[src/rtl/alu_pkg.sv]
// alu_pkg: opcode and FSM encodings shared by the ALU arbiter and its datapath.
// Latency: n/a (constants and types only).
// Backpressure: n/a.
//
// Contents:
//   OP_MOV..OP_SLT, OP_ILLEGAL  3-bit opcode encodings
//   state_t                     arbiter FSM state encoding (IDLE/EXEC/RESP)
package alu_pkg;

  localparam int OPCODE_W = 3;

  localparam logic [OPCODE_W-1:0] OP_MOV     = 3'b000;
  localparam logic [OPCODE_W-1:0] OP_NOT     = 3'b001;
  localparam logic [OPCODE_W-1:0] OP_ADD     = 3'b010;
  localparam logic [OPCODE_W-1:0] OP_SUB     = 3'b011;
  localparam logic [OPCODE_W-1:0] OP_OR      = 3'b100;
  localparam logic [OPCODE_W-1:0] OP_AND     = 3'b101;
  localparam logic [OPCODE_W-1:0] OP_SLT     = 3'b110;
  localparam logic [OPCODE_W-1:0] OP_ILLEGAL = 3'b111;

  typedef enum logic [1:0] {
    ST_IDLE = 2'd0,
    ST_EXEC = 2'd1,
    ST_RESP = 2'd2
  } state_t;

endpackage

[src/rtl/alu_arbiter_if.sv]
// alu_arbiter_if: two request channels and one response channel of the ALU arbiter.
// Latency: n/a (wires only).
// Backpressure: reqN_ready / rsp_ready valid-ready handshakes.
//
// Signals:
//   reqN_valid/ready/op/a/b  (N=0,1)  requester -> arbiter operation
//   rsp_valid/ready/id/data/err       arbiter -> consumer result
// Modports: master = requesters + consumer side, slave = arbiter side.
interface alu_arbiter_if #(
  parameter int WIDTH = 32,
  parameter int OPW   = 3
);

  logic             req0_valid;
  logic             req0_ready;
  logic [OPW-1:0]   req0_op;
  logic [WIDTH-1:0] req0_a;
  logic [WIDTH-1:0] req0_b;

  logic             req1_valid;
  logic             req1_ready;
  logic [OPW-1:0]   req1_op;
  logic [WIDTH-1:0] req1_a;
  logic [WIDTH-1:0] req1_b;

  logic             rsp_valid;
  logic             rsp_ready;
  logic             rsp_id;
  logic [WIDTH-1:0] rsp_data;
  logic             rsp_err;

  modport master (
    output req0_valid, req0_op, req0_a, req0_b,
    output req1_valid, req1_op, req1_a, req1_b,
    output rsp_ready,
    input  req0_ready, req1_ready,
    input  rsp_valid, rsp_id, rsp_data, rsp_err
  );

  modport slave (
    input  req0_valid, req0_op, req0_a, req0_b,
    input  req1_valid, req1_op, req1_a, req1_b,
    input  rsp_ready,
    output req0_ready, req1_ready,
    output rsp_valid, rsp_id, rsp_data, rsp_err
  );

endinterface

[src/rtl/alu_arbiter_alu.sv]
// alu_arbiter_alu: combinational ALU (MOV/NOT/ADD/SUB/OR/AND/SLT), modulo 2^WIDTH.
// Latency: 0 cycles, purely combinational.
// Backpressure: none; output follows inputs.
//
// Ports:
//   op   opcode, a/b operands, y result
//   The illegal opcode yields 0 here; flagging it is left to the caller.
module alu_arbiter_alu
  import alu_pkg::*;
#(
  parameter int WIDTH = 32,
  parameter int OPW   = 3
) (
  input  logic [OPW-1:0]   op,
  input  logic [WIDTH-1:0] a,
  input  logic [WIDTH-1:0] b,
  output logic [WIDTH-1:0] y
);

  always_comb begin
    y = '0;
    case (op)
      OPW'(OP_MOV): y = a;
      OPW'(OP_NOT): y = ~a;
      OPW'(OP_ADD): y = a + b;
      OPW'(OP_SUB): y = a - b;
      OPW'(OP_OR):  y = a | b;
      OPW'(OP_AND): y = a & b;
      // Unsigned compare, zero-extended to the full result width.
      OPW'(OP_SLT): y = WIDTH'(a < b);
      default:      y = '0;
    endcase
  end

endmodule

[src/rtl/alu_arbiter.sv]
// alu_arbiter: grants one of two requesters, runs its op through the ALU, returns a registered result.
// Latency: rsp_valid rises on the second rising edge counting the accept edge; one op per 3 cycles max.
// Backpressure: result is held in RESP until rsp_ready; no request is accepted outside IDLE.
//
// Ports:
//   clk, rst          single clock, asynchronous active-high reset
//   bus (slave)       req0/req1 valid-ready operation channels, rsp valid-ready result channel
// Build option:
//   ALU_ARBITER_ROUND_ROBIN_EN  defined: 1-bit pointer alternates preference after every accept
//                               undefined: requester 0 always wins ties, no pointer register
module alu_arbiter
  import alu_pkg::*;
#(
  parameter int WIDTH = 32,
  parameter int OPW   = 3
) (
  input  logic        clk,
  input  logic        rst,
  alu_arbiter_if.slave bus
);

  state_t           state;
  state_t           state_nxt;

  logic             grant_any;
  logic             grant_id;
  logic             ready0;
  logic             ready1;
  logic             accept;
  logic             rsp_valid_int;

  logic [OPW-1:0]   cap_op;
  logic [WIDTH-1:0] cap_a;
  logic [WIDTH-1:0] cap_b;
  logic             cap_id;

  logic [WIDTH-1:0] alu_y;
  logic             cap_illegal;

  logic             rsp_id_q;
  logic [WIDTH-1:0] rsp_data_q;
  logic             rsp_err_q;

`ifdef ALU_ARBITER_ROUND_ROBIN_EN
  logic             rr_ptr;
`endif

  // ---------------------------------------------------------------------------
  // Arbitration: pick the winner among the currently valid requesters.
  // With a single valid requester it always wins; the policy only breaks ties.
  // ---------------------------------------------------------------------------
  always_comb begin
    grant_any = bus.req0_valid | bus.req1_valid;
`ifdef ALU_ARBITER_ROUND_ROBIN_EN
    if (bus.req0_valid && bus.req1_valid) begin
      grant_id = rr_ptr;
    end else begin
      grant_id = bus.req1_valid;
    end
`else
    grant_id = ~bus.req0_valid;
`endif
  end

  // ---------------------------------------------------------------------------
  // FSM process 1: state register.
  // ---------------------------------------------------------------------------
  always_ff @(posedge clk or posedge rst) begin
    if (rst) begin
      state <= ST_IDLE;
    end else begin
      state <= state_nxt;
    end
  end

  // ---------------------------------------------------------------------------
  // FSM process 2: next-state logic.
  // ---------------------------------------------------------------------------
  always_comb begin
    state_nxt = state;
    case (state)
      ST_IDLE: if (accept)        state_nxt = ST_EXEC;
      ST_EXEC:                    state_nxt = ST_RESP;
      ST_RESP: if (bus.rsp_ready) state_nxt = ST_IDLE;
      default:                    state_nxt = ST_IDLE;
    endcase
  end

  // ---------------------------------------------------------------------------
  // FSM process 3: outputs decoded from state.
  // Readies are masked by rst so nothing is granted while reset is held; the
  // state register alone would already be IDLE and would otherwise let a grant
  // show during reset.
  // ---------------------------------------------------------------------------
  always_comb begin
    ready0        = 1'b0;
    ready1        = 1'b0;
    rsp_valid_int = 1'b0;
    case (state)
      ST_IDLE: begin
        if (grant_any && !rst) begin
          ready0 = ~grant_id;
          ready1 = grant_id;
        end
      end
      ST_RESP: rsp_valid_int = 1'b1;
      default: ;
    endcase
  end

  assign accept = ready0 | ready1;

  assign bus.req0_ready = ready0;
  assign bus.req1_ready = ready1;
  assign bus.rsp_valid  = rsp_valid_int;
  assign bus.rsp_id     = rsp_id_q;
  assign bus.rsp_data   = rsp_data_q;
  assign bus.rsp_err    = rsp_err_q;

  // ---------------------------------------------------------------------------
  // Capture registers: the ALU only ever sees these, so requesters may change
  // or drop their inputs right after the accept edge.
  // ---------------------------------------------------------------------------
  always_ff @(posedge clk or posedge rst) begin
    if (rst) begin
      cap_op <= '0;
      cap_a  <= '0;
      cap_b  <= '0;
      cap_id <= 1'b0;
    end else if (accept) begin
      cap_op <= grant_id ? bus.req1_op : bus.req0_op;
      cap_a  <= grant_id ? bus.req1_a  : bus.req0_a;
      cap_b  <= grant_id ? bus.req1_b  : bus.req0_b;
      cap_id <= grant_id;
    end
  end

`ifdef ALU_ARBITER_ROUND_ROBIN_EN
  // Preference moves to the requester that was not just served.
  always_ff @(posedge clk or posedge rst) begin
    if (rst) begin
      rr_ptr <= 1'b0;
    end else if (accept) begin
      rr_ptr <= ~grant_id;
    end
  end
`endif

  // ---------------------------------------------------------------------------
  // Datapath: one ALU fed from the captured operands.
  // ---------------------------------------------------------------------------
  alu_arbiter_alu #(
    .WIDTH (WIDTH),
    .OPW   (OPW)
  ) u_alu (
    .op (cap_op),
    .a  (cap_a),
    .b  (cap_b),
    .y  (alu_y)
  );

  assign cap_illegal = (cap_op == OPW'(OP_ILLEGAL));

  // Result registers load exactly once, in EXEC, and then hold through RESP
  // until the consumer takes them.
  always_ff @(posedge clk or posedge rst) begin
    if (rst) begin
      rsp_id_q   <= 1'b0;
      rsp_data_q <= '0;
      rsp_err_q  <= 1'b0;
    end else if (state == ST_EXEC) begin
      rsp_id_q   <= cap_id;
      rsp_data_q <= cap_illegal ? '0 : alu_y;
      rsp_err_q  <= cap_illegal;
    end
  end

endmodule

[src/flat_wrapper.sv]
// flat-port wrapper written by rule: the top's interface ports become plain ports
module alu_arbiter_flat import alu_pkg::*;
#(
  parameter int WIDTH = 32,
  parameter int OPW   = 3
)
  (clk, rst, bus_req0_valid, bus_req0_op, bus_req0_a, bus_req0_b, bus_req1_valid, bus_req1_op, bus_req1_a, bus_req1_b, bus_rsp_ready, bus_req0_ready, bus_req1_ready, bus_rsp_valid, bus_rsp_id, bus_rsp_data, bus_rsp_err);
  alu_arbiter_if #(.WIDTH(WIDTH), .OPW(OPW)) bus_i ();
  input  logic clk;
  input  logic rst;
  input wire logic [$bits(bus_i.req0_valid)-1:0] bus_req0_valid;
  input wire logic [$bits(bus_i.req0_op)-1:0] bus_req0_op;
  input wire logic [$bits(bus_i.req0_a)-1:0] bus_req0_a;
  input wire logic [$bits(bus_i.req0_b)-1:0] bus_req0_b;
  input wire logic [$bits(bus_i.req1_valid)-1:0] bus_req1_valid;
  input wire logic [$bits(bus_i.req1_op)-1:0] bus_req1_op;
  input wire logic [$bits(bus_i.req1_a)-1:0] bus_req1_a;
  input wire logic [$bits(bus_i.req1_b)-1:0] bus_req1_b;
  input wire logic [$bits(bus_i.rsp_ready)-1:0] bus_rsp_ready;
  output wire logic [$bits(bus_i.req0_ready)-1:0] bus_req0_ready;
  output wire logic [$bits(bus_i.req1_ready)-1:0] bus_req1_ready;
  output wire logic [$bits(bus_i.rsp_valid)-1:0] bus_rsp_valid;
  output wire logic [$bits(bus_i.rsp_id)-1:0] bus_rsp_id;
  output wire logic [$bits(bus_i.rsp_data)-1:0] bus_rsp_data;
  output wire logic [$bits(bus_i.rsp_err)-1:0] bus_rsp_err;
  assign bus_i.req0_valid = bus_req0_valid;
  assign bus_i.req0_op = bus_req0_op;
  assign bus_i.req0_a = bus_req0_a;
  assign bus_i.req0_b = bus_req0_b;
  assign bus_i.req1_valid = bus_req1_valid;
  assign bus_i.req1_op = bus_req1_op;
  assign bus_i.req1_a = bus_req1_a;
  assign bus_i.req1_b = bus_req1_b;
  assign bus_i.rsp_ready = bus_rsp_ready;
  assign bus_req0_ready = bus_i.req0_ready;
  assign bus_req1_ready = bus_i.req1_ready;
  assign bus_rsp_valid = bus_i.rsp_valid;
  assign bus_rsp_id = bus_i.rsp_id;
  assign bus_rsp_data = bus_i.rsp_data;
  assign bus_rsp_err = bus_i.rsp_err;
  alu_arbiter #(.WIDTH(WIDTH), .OPW(OPW)) u_core (.clk(clk), .rst(rst), .bus(bus_i));
endmodule
[config.mk]
export PLATFORM = sky130hd
export DESIGN_NAME = alu_arbiter_flat
export DESIGN_NICKNAME = d
export VERILOG_FILES = /design/src/rtl/alu_pkg.sv /design/src/rtl/alu_arbiter_if.sv /design/src/rtl/alu_arbiter_alu.sv /design/src/rtl/alu_arbiter.sv /design/src/flat_wrapper.sv
export SDC_FILE = /design/constraint.sdc
export NUM_CORES = 1
export LEC_CHECK = 0
export BUFFER_PORTS_ARGS = -buffer_cell sky130_fd_sc_hd__buf_2
export CAP_MARGIN = 10
export CORE_ASPECT_RATIO = 2
export CORE_MARGIN = 2
export CORE_UTILIZATION = 45
export DETAILED_ROUTE_END_ITERATION = 6
export PLACE_DENSITY_LB_ADDON = 0.1
export SLEW_MARGIN = 20
export SYNTH_ARGS = -nofsm -noshare
export SYNTH_HDL_FRONTEND = slang
export SYNTH_SLANG_ARGS = --single-unit
[constraint.sdc]
create_clock -name clk -period 5.17 [get_ports clk]
set_input_delay 0.7755 -clock clk [delete_from_list [all_inputs] [get_ports clk]]
set_output_delay 0.7755 -clock clk [all_outputs]
set_load 0.02 [all_outputs]
==> results of run 1 <==
## worst paths after layout
path	start	endpoint	slack [ns]	cells past startpoint
max in group asynchronous	rst	u_core.cap_b[15]$_DFFE_PP0P_	3.54	3
worst min-delay path	u_core.bus.rsp_data[15]$_DFFE_PP0N_	u_core.bus.rsp_data[15]$_DFFE_PP0N_	0.48	2
worst max-delay path	u_core.cap_a[0]$_DFFE_PP0P_	u_core.bus.rsp_data[26]$_DFFE_PP0N_	1.73	13
min in group asynchronous	rst	u_core.bus.rsp_data[2]$_DFFE_PP0N_	0.60	2
worst min register to register	u_core.bus.rsp_data[15]$_DFFE_PP0N_	u_core.bus.rsp_data[15]$_DFFE_PP0N_	0.48	2
worst max register to register	u_core.cap_a[0]$_DFFE_PP0P_	u_core.bus.rsp_data[26]$_DFFE_PP0N_	1.73	13
## state kept, by name, indices dropped and copies added (netlist names)
name and flops:
u_core.cap_b 32, u_core.cap_id 1, u_core.bus.rsp_err 1, u_core.cap_op 3, u_core.bus.rsp_data 32, u_core.cap_a 32
u_core.state 2, u_core.bus.rsp_id 1
## cell usage in the layout, fill, tap and decap left out, drive strengths merged, types with 13 or more instances in the layout
cell	count
o31ai	13
inv	98
a31oi	13
nor2	109
nand2	126
dfrtp	104
nor2b	16
a2111oi	13
a21o	25
o21ai	141
ha	105
xnor2	29
a21oi	136
mux2i	72
a211oi	25
buf	185
## per-layer routing
| metal | track usage (%) | vias up |
|---|---|---|
| met5 | 0 | - |
| met4 | 11.67 | 0 |
| met3 | 2.778 | 67 |
| met2 | 50.68 | 231 |
| met1 | 27.12 | 4322 |
| li1 | - | 4528 |
## metrics by stage
step                      std cells  setup WS [ns]  total power, W
final                          1623          1.732        0.007266
after global routing           1623          1.425        0.007919
after CTS                      1623          1.795        0.007260
after detailed placement       1607          1.819        0.006443
after global placement         1607          1.851        0.006417
after floorplan                1233          1.662        0.005307
## cells in the mapped netlist, types with 2 or more instances
master	number
inv_2	7
and3b_1	2
a311oi_1	3
a2111oi_0	11
nor3_1	11
a21oi_1	136
fa_1	2
and2_1	4
xor2_1	2
a41oi_1	4
o21bai_1	11
inv_1	90
or3_1	3
buf_1	14
o21ai_0	116
or4_1	3
o31ai_1	13
dfrtp_1	104
a211o_1	2
a21o_1	25
buf_6	5
nand2_1	125
mux2i_1	72
nor4_1	4
a211oi_1	23
a31oi_1	12
a221oi_1	3
ha_1	105
a21boi_0	2
a32oi_1	3
xnor2_1	29
buf_2	4
nor2_1	109
nor2b_1	15
clkbuf_8	8
o221ai_1	2
nand2b_1	8
nand3_1	7
buf_4	4
o21ai_1	24
a211oi_2	2
a31o_2	2
o211ai_1	10
clkbuf_1	46
nand4_1	5
## worst min-delay path, stage by stage (launching register included)
cell     delay, ns
dfrtp_1       0.34
nand2_1       0.05
o21ai_0       0.06
## cell families after synthesis
kind of cell / after synthesis
DFF: 104
xor gates and xnor gates: 31
buffers and inverters: 183
adders and majority gates: 107
AOI/OAI and AO/OA: 429
muxes: 73
and+or+nand+nor: 306
## final cells by class
cell class                      instances  area share, %
Clock buffer                           10          2.182
Multi-Input combinational cell        946          57.92
Tap cell                              273          3.119
Clock inverter                          6         0.8455
Timing Repair Buffer                  185          8.707
Sequential cell                       104          23.79
Inverter                               99          3.439
## power groups by stage
stage               Sequential, W  Clock, W  Combinational, W
floorplan                 0.00154         0           0.00377
global placement          0.00158         0           0.00484
detailed placement        0.00159         0           0.00486
CTS                       0.00157  0.000799           0.00489
global route              0.00163  0.000831           0.00546
finish                    0.00157  0.000782           0.00492
==> qor.txt, run 1 <==
Yosys reg bits: 104
Top_reg_cell synth: dfrtp_1
Pwr per Cell Area: 663.5 nW/um2
Largest family of logic cells by synthesized area: compound AO/OA/AOI/OAI gates
Slew Limit Fails: 0
Crit path required time: 5.42 ns
Pin count of the biggest net entering global routing: 76
Drt wl/cell: 18.05 um
Root buffer cell: clkbuf_16
RSZ-0062 raised after global routing: no
P_sw: 0.003848 W
Crit-path leading delay family: compound AO/OA/AOI/OAI gates
Worst Path Arrival: 3.69 ns
LEAKAGE: 5.397 nW
Register area share after synthesis: 26.55%
Die Span X: 108.4 um
Die height: 212.7 um
Post-CTS Setup Inserts: 0
Multi-input logic area: 6342 um2
Top layer in use: met4
Area Growth Syn to Fin: 11.73%
Placed Area: 10620 um2
Met2 wire length: 16.57 mm
Filler Cell Count: 2224
Hold Fails Final Rpt: 0
Vias/cell: 5.636
Routability congestion estimate: 0.9360
Synth Area in XOR/XNOR: 2.770%
Fin util: 50.95%
Slew HR: 36.10%
Slew @ Worst Pin: 0.9585 ns
Initial Utilization: 45.60%
Comb pwr share: 67.7%
Min Tclk post-route: 3.438 ns
Cell Area, Synth: 9801 um2
Critical path, cell by cell: inv_1 > ha_1 > fa_1 > o21bai_1 > a211oi_1 > a211oi_2 > a31oi_1 > o41ai_1 > a31o_1 > a41oi_1 > o211ai_1 > xnor2_1 > o21ai_1
Cts repair resizes: 0
Peak Freq: 290.9 MHz
Top cell type's share of synthesized area: 26.55%
Hold-fix buffers, CTS: 0
Total core area: 21490 um2
Synth unique cells: 86
CP Launch Type: flop
Inserted Clock Buffers: 9
Min Hold Slack: 0.4767 ns
Worst path buffer plus inverter count: 1
Total congestion overflow: 0
Switching share of power: 52.97%
DRC Markers: 0
Rows: 76
P_int: 0.003417 W
Setup CP Type: flop to flop
Number of global-route vias before repair: 9050
Sequential Power Share: 21.6%
Number of setup violations in the final report: 0
Clock share of power: 10.8%
Post-route cell area: 10950 um2
Maxcap violations: 0
Post-synth EDFFs: 0
Crit-path slowest cell: o41ai_1
Die area: 23050 um2
Synth area leader: dfrtp_1
Total Routing Usage GR: 25.99%
Ports: 176
Routed Antenna Nets: 0
Yosys warns: 0
Via count: 9148
Fin Setup TNS: 0 ns
Post-Syn Area per Cell: 7.949 um2
Nets: 1591
H-tree depth: 3
Number of DRC markers in iteration 0: 414
Register area: 2605 um2
Initial antenna violation count: 0
Met3 WL: 967 um
Post-synthesis simple-gate area fraction: 13.66%
Min-delay worst type: flop to flop
Clock slew at reported path FFs: 0.08 ns
Complex-gate fraction of the synthesized area: 26.94%
DP HPWL: 22.39 mm
DRT Pass-1 Iters: 7
Crit-path max FO: 4
CP Capture Type: flop
Antenna diodes: 0
Peak supply drop: 0.0002759 V
CTS tree: yes
Final Cycle Share: 66.50%
Status: completed
WL final: 29.30 mm
Layout cells sized above 1: 17.11%
Cell count after synthesis: 1233
Adder-cell share of the synthesized area: 13.81%
Max incr delay on CP: 0.46 ns
Max clock buf depth: 2
Area contributors post-synth: dfrtp_1, ha_1, mux2i_1, a21oi_1, o21ai_0
Clock Skew: 0.01566 ns
Syn nets: 1479
I/O Buffers: 175
Mux cell area share after synthesis: 7.468%
Clock sinks: 104
First-pass GRT wire length: 46.18 mm
M1 WL: 10.66 mm
Clock latency on the worst-skew pair: 0.38 ns
Ys async rst share: 100.0%
No activity file was read; power rests on OpenSTA's default activity.
==> run 2, diff against run 1 <==
==> constraint.sdc (replaced) <==
create_clock -name clk -period 3.25 [get_ports clk]
set_input_delay 0.4875 -clock clk [delete_from_list [all_inputs] [get_ports clk]]
set_output_delay 0.4875 -clock clk [all_outputs]
set_load 0.02 [all_outputs]
==> run 2 against run 1 <==
Against the previous run:
- sequential cell count did not move
- power rose by 66%
- routed wire length rose by 3.4%
- first-iteration DRC count rose by 9.4%
- die area did not move
- clock skew fell by 0.0024 ns
- worst hold slack got worse by 0.18 ns
- global-route usage rose by 0.91 points
- core utilization rose by 2.0 points
- register-to-register slack got worse by 1.6 ns
- non-clock buffer count rose by 48
- maximum frequency rose by 11%
==> qor.txt, run 2 (synthesized netlist as in run 1, its figures left out) <==
Peak Freq: 322.0 MHz
DP HPWL: 23.67 mm
Non-Filler Instances: 1671
Initial Utilization: 45.60%
Min-delay worst type: input pin to flop
Slew Limit Fails: 0
Pin count of the biggest net entering global routing: 72
Area Growth Syn to Fin: 16.16%
Most frequent cells in the layout: buf_2, a21oi_1, nand2_1
Hold-fix buffers, CTS: 0
Fin util: 52.98%
Routed Antenna Nets: 0
Antenna diodes: 0
Commonest non-fill, non-tap cell in the layout: buf_2
Rows: 76
Via count: 9372
Clock slew at reported path FFs: 0.08 ns
Maxcap violations: 0
Total congestion overflow: 0
Final WS setup: 0.1448 ns
Clock latency on the worst-skew pair: 0.38 ns
Placed cell count: 1652
Setup CP Type: flop to flop
Min Hold Slack: 0.2925 ns
Filler Cell Count: 2205
Total Routing Usage GR: 26.90%
CP Launch Type: flop
Min Tclk post-route: 3.105 ns
Worst Path Arrival: 3.38 ns
Number of DRC markers in iteration 0: 453
Slew HR: 40.86%
Root buffer cell: clkbuf_16
CP Capture Type: flop
LEAKAGE: 5.632 nW
DRT Pass-1 Iters: 4
Crit path required time: 3.53 ns
Total core area: 21490 um2
Hold Fails Final Rpt: 0
Number of setup violations in the final report: 0
Vias/cell: 5.609
Pre-CTS setup slack: -0.09007 ns
Routability congestion estimate: 0.9167
WL final: 30.29 mm
Initial antenna violation count: 0
I/O Buffers: 175
Peak supply drop: 0.0004905 V
Nets: 1639
CTS tree: yes
Slew @ Worst Pin: 0.8871 ns
Number of global-route vias before repair: 9240
Clock sinks: 104
Die height: 212.7 um
H-tree depth: 3
Final Cycle Share: 95.54%
Clock Skew: 0.01325 ns
Inserted Clock Buffers: 9
Layout cells sized above 1: 20.89%
Die area: 23050 um2
First-pass GRT wire length: 47.61 mm
Die Span X: 108.4 um
Drt wl/cell: 18.13 um
Total power: 0.01206 W
Crit-path max FO: 8
RSZ-0062 raised after global routing: yes
Max clock buf depth: 2
Status: completed
Ports: 176
Pwr per Cell Area: 1059 nW/um2
DRC Markers: 0
## run 2: cell count changes in the layout (fill, tap and decap cells not counted), sizes merged
cell,previous run,this run
buf,185,233
bufinv,2,0
inv,98,100
clkinv,3,4
clkinvlp,2,1
## run 2: worst paths after layout
path                                             startpoint                                  end  slack (ns)  cells past startpoint
max in group asynchronous                               rst          u_core.cap_a[3]$_DFFE_PP0P_        2.22                      3
min in group asynchronous                               rst  u_core.bus.rsp_data[30]$_DFFE_PP0N_        0.30                      2
worst max register to register  u_core.cap_a[2]$_DFFE_PP0P_  u_core.bus.rsp_data[25]$_DFFE_PP0N_        0.14                     13
worst min register to register    u_core.cap_id$_DFFE_PP0P_            u_core.cap_id$_DFFE_PP0P_        0.49                      1
worst max-delay path            u_core.cap_a[2]$_DFFE_PP0P_  u_core.bus.rsp_data[25]$_DFFE_PP0N_        0.14                     13
worst min-delay path                          bus_rsp_ready          u_core.state[1]$_DFFE_PP0P_        0.29                      2
## run 2: through the flow
step | area [um2] | TNS [ns]
2_1_floorplan | 9801 | 0
3_3_place_gp | 10990 | -0.04556
3_5_place_dp | 10990 | -0.09007
4_1_cts | 11280 | 0
5_1_grt | 11380 | -0.05624
6_report | 11380 | 0
## run 2: metal layers
layer | vias up | global-route usage, % | wire [um]
li1 | 4642 | - | -
met1 | 4452 | 27.68 | 11090
met2 | 210 | 52.83 | 17090
met3 | 68 | 2.656 | 826
met4 | 0 | 12.56 | 1283
met5 | - | 0 | 0
## run 2: critical path, cell delays in order, from the launching register on
cell and delay, ns:
dfrtp_1 0.42, inv_1 0.09, ha_2 0.32, o211ai_1 0.19, o21ai_1 0.15, o211ai_1 0.47, a211o_1 0.21, nand2_1 0.07
a21oi_1 0.18, buf_4 0.15, o21ai_1 0.11, a21oi_2 0.20, a21oi_1 0.10, a2111oi_2 0.35
## run 2: cell type report
cell class / instances / area, um2 / share of cell area (%)
multi-input cells: 946 / 6429 / 56.47
well taps: 273 / 341.6 / 3.000
flip-flops and latches: 104 / 2606 / 22.89
clock inverters: 6 / 51.30 / 0.4506
repair buffers: 233 / 1351 / 11.87
clock buffers: 10 / 229.0 / 2.011
inverters: 99 / 376.6 / 3.308
## run 2: report_power, final
part	total, W	internal (W)	switching (W)	leakage [nW]
Clock	0.00109	0.000530	0.000557	0.134
Sequential	0.00236	0.00182	0.000540	1.29
Combinational	0.00861	0.00339	0.00522	4.20
Total	0.0121	0.00574	0.00632	5.63
## run 2: repair_timing
item                                    4_1_cts  5_1_grt
setup buffers                                 1        2
gates resized for setup                       0       17
pin swaps                                     1        3
endpoints found under the setup margin        1       11
==> run 3, diff against run 2 <==
==> constraint.sdc (replaced) <==
create_clock -name clk -period 2.8 [get_ports clk]
set_input_delay 0.42 -clock clk [delete_from_list [all_inputs] [get_ports clk]]
set_output_delay 0.42 -clock clk [all_outputs]
set_load 0.02 [all_outputs]
==> run 3 against run 2 <==
Against the previous run:
- the run now ends with negative setup slack left
- sequential power rose by 11%
- register-to-register slack got worse by 0.27 ns
- clock skew barely moved
- worst hold slack got worse by 0.085 ns
- setup slack got worse by 0.27 ns
- combinational power rose by 45%
- sequential cell count did not move
- power rose by 37%
- critical endpoint is now u_core.bus.rsp_data[30]$_DFFE_PP0N_
==> qor.txt, run 3 (synthesized netlist as in run 1, its figures left out) <==
Initial antenna violation count: 0
Maxcap violations: 0
Pwr per Cell Area: 1295 nW/um2
Total Routing Usage GR: 27.72%
DRT Pass-1 Iters: 5
Failing checks: negative setup slack
Most frequent cells in the layout: buf_2, buf_4, nand2_1
DP HPWL: 24.48 mm
Inserted Clock Buffers: 9
Ports: 176
Min Hold Slack: 0.2076 ns
Number of global-route vias before repair: 9907
Hold Fails Final Rpt: 0
Filler Cell Count: 2087
Placed Area: 11940 um2
DRC Markers: 0
Slew Limit Fails: 0
Min-delay worst type: input pin to asynchronous set/reset pin
Slew HR: 34.83%
Routability congestion estimate: 0.9396
CP Launch Type: flop
LEAKAGE: 6.300 nW
Final WS setup: -0.1234 ns
Post-route cell area: 12730 um2
Via count: 9896
Initial Utilization: 45.60%
Die height: 212.7 um
I/O Buffers: 175
Routed Antenna Nets: 0
Clock sinks: 104
Rows: 76
Nets: 1762
Slew @ Worst Pin: 0.9756 ns
CTS tree: yes
Layout cells sized above 1: 31.03%
Clock Skew: 0.01313 ns
Crit-path slowest cell: or4_1
Antenna diodes: 0
Max incr delay on CP: 0.42 ns
RSZ-0062 raised after global routing: yes
Total congestion overflow: 0
Pin count of the biggest net entering global routing: 105
Setup CP Type: flop to flop
Total power: 0.01648 W
Area Growth Syn to Fin: 29.86%
Root buffer cell: clkbuf_16
Crit path required time: 3.06 ns
Clock slew at reported path FFs: 0.08 ns
Die area: 23050 um2
Pre-CTS setup slack: -0.3144 ns
Number of setup violations in the final report: 4
WL final: 31.49 mm
Hold-fix buffers, CTS: 0
Max clock buf depth: 2
CP Capture Type: flop
Vias/cell: 5.516
Worst Path Arrival: 3.19 ns
Crit-path max FO: 4
Critical path, cell by cell: buf_4 > ha_4 > inv_2 > fa_2 > nor2b_4 > o21ai_2 > a21o_1 > nand2_2 > a41oi_2 > o311a_1 > or4_1 > a31oi_1 > xnor2_1 > o21ai_1
Drt wl/cell: 17.55 um
H-tree depth: 3
Fin util: 59.22%
Final Cycle Share: 104.4%
Peak Freq: 342.1 MHz
Clock latency on the worst-skew pair: 0.38 ns
Peak supply drop: 0.0006142 V
Total core area: 21490 um2
Status: complete, but fails checks
First-pass GRT wire length: 49.47 mm
Number of DRC markers in iteration 0: 435
Min Tclk post-route: 2.923 ns
Die Span X: 108.4 um
## run 3: cell count changes in the layout (fill, tap and decap cells not counted), sizes merged
cell	delta
clkinv	-1
buf	+123
clkbuf	-1
clkinvlp	+1
bufinv	+1
## run 3: critical path, delay by kind of cell (launching register included)
family                     cells  cell delay, ns
AOI/OAI and AO/OA              6            0.99
and+or+nand+nor                3            0.62
adders and majority gates      2            0.48
DFF                            1            0.37
buffers and inverters          2            0.18
xor gates and xnor gates       1            0.14
## run 3: path summary, 6_finish.rpt
kind                                                      from                                   to  slack (ns)  cells past startpoint
setup / recovery                   u_core.cap_b[0]$_DFFE_PP0P_  u_core.bus.rsp_data[30]$_DFFE_PP0N_       -0.12                     14
max in group asynchronous                                  rst         u_core.cap_op[2]$_DFFE_PP0P_        2.12                      3
min in group clk                                 bus_rsp_ready          u_core.state[1]$_DFFE_PP0P_        0.24                      2
setup reg to reg                   u_core.cap_b[0]$_DFFE_PP0P_  u_core.bus.rsp_data[30]$_DFFE_PP0N_       -0.12                     14
hold reg to reg            u_core.bus.rsp_data[15]$_DFFE_PP0N_  u_core.bus.rsp_data[15]$_DFFE_PP0N_        0.48                      2
hold / removal                                             rst         u_core.cap_b[30]$_DFFE_PP0P_        0.21                      3
## run 3: what timing repair did
action	in CTS	in global routing
endpoints found under the setup margin	15	22
resized for setup	32	60
buffers inserted	2	2
hold endpoints to repair	0	0
pin swaps	12	20
## run 3: cell type report
| type | count | area (um2) | area share [%] |
|---|---|---|---|
| clock buffer | 9 | 225.2 | 1.770 |
| clock inverter | 7 | 77.57 | 0.6095 |
| inverter | 99 | 377.9 | 2.969 |
| multi-input combinational | 946 | 6789 | 53.34 |
| sequential | 104 | 2605 | 20.47 |
| tap | 273 | 341.6 | 2.684 |
| timing repair buffer | 356 | 2311 | 18.16 |
## run 3: power breakdown
part | switching [W] | total (W) | internal, W
clock network | 0.000633 | 0.00134 | 0.000704
registers | 0.000502 | 0.00261 | 0.00211
logic | 0.00699 | 0.0125 | 0.00554
total | 0.00813 | 0.0165 | 0.00836
## run 3: metal layers
metal	vias to the layer above	share of wire, %	global-route usage, %
met4	0	4.9	14.59
met1	4645	35	27.80
met3	93	3.3	2.350
li1	4884	-	-
met2	274	57	54.72
met5	-	0	0
## run 3: through the flow
stage	setup TNS [ns]	instances
finish	-0.1807	1794
global route	-1.374	1794
CTS	-0.3249	1792
detailed placement	-2.161	1774
global placement	-1.225	1774
floorplan	0	1233
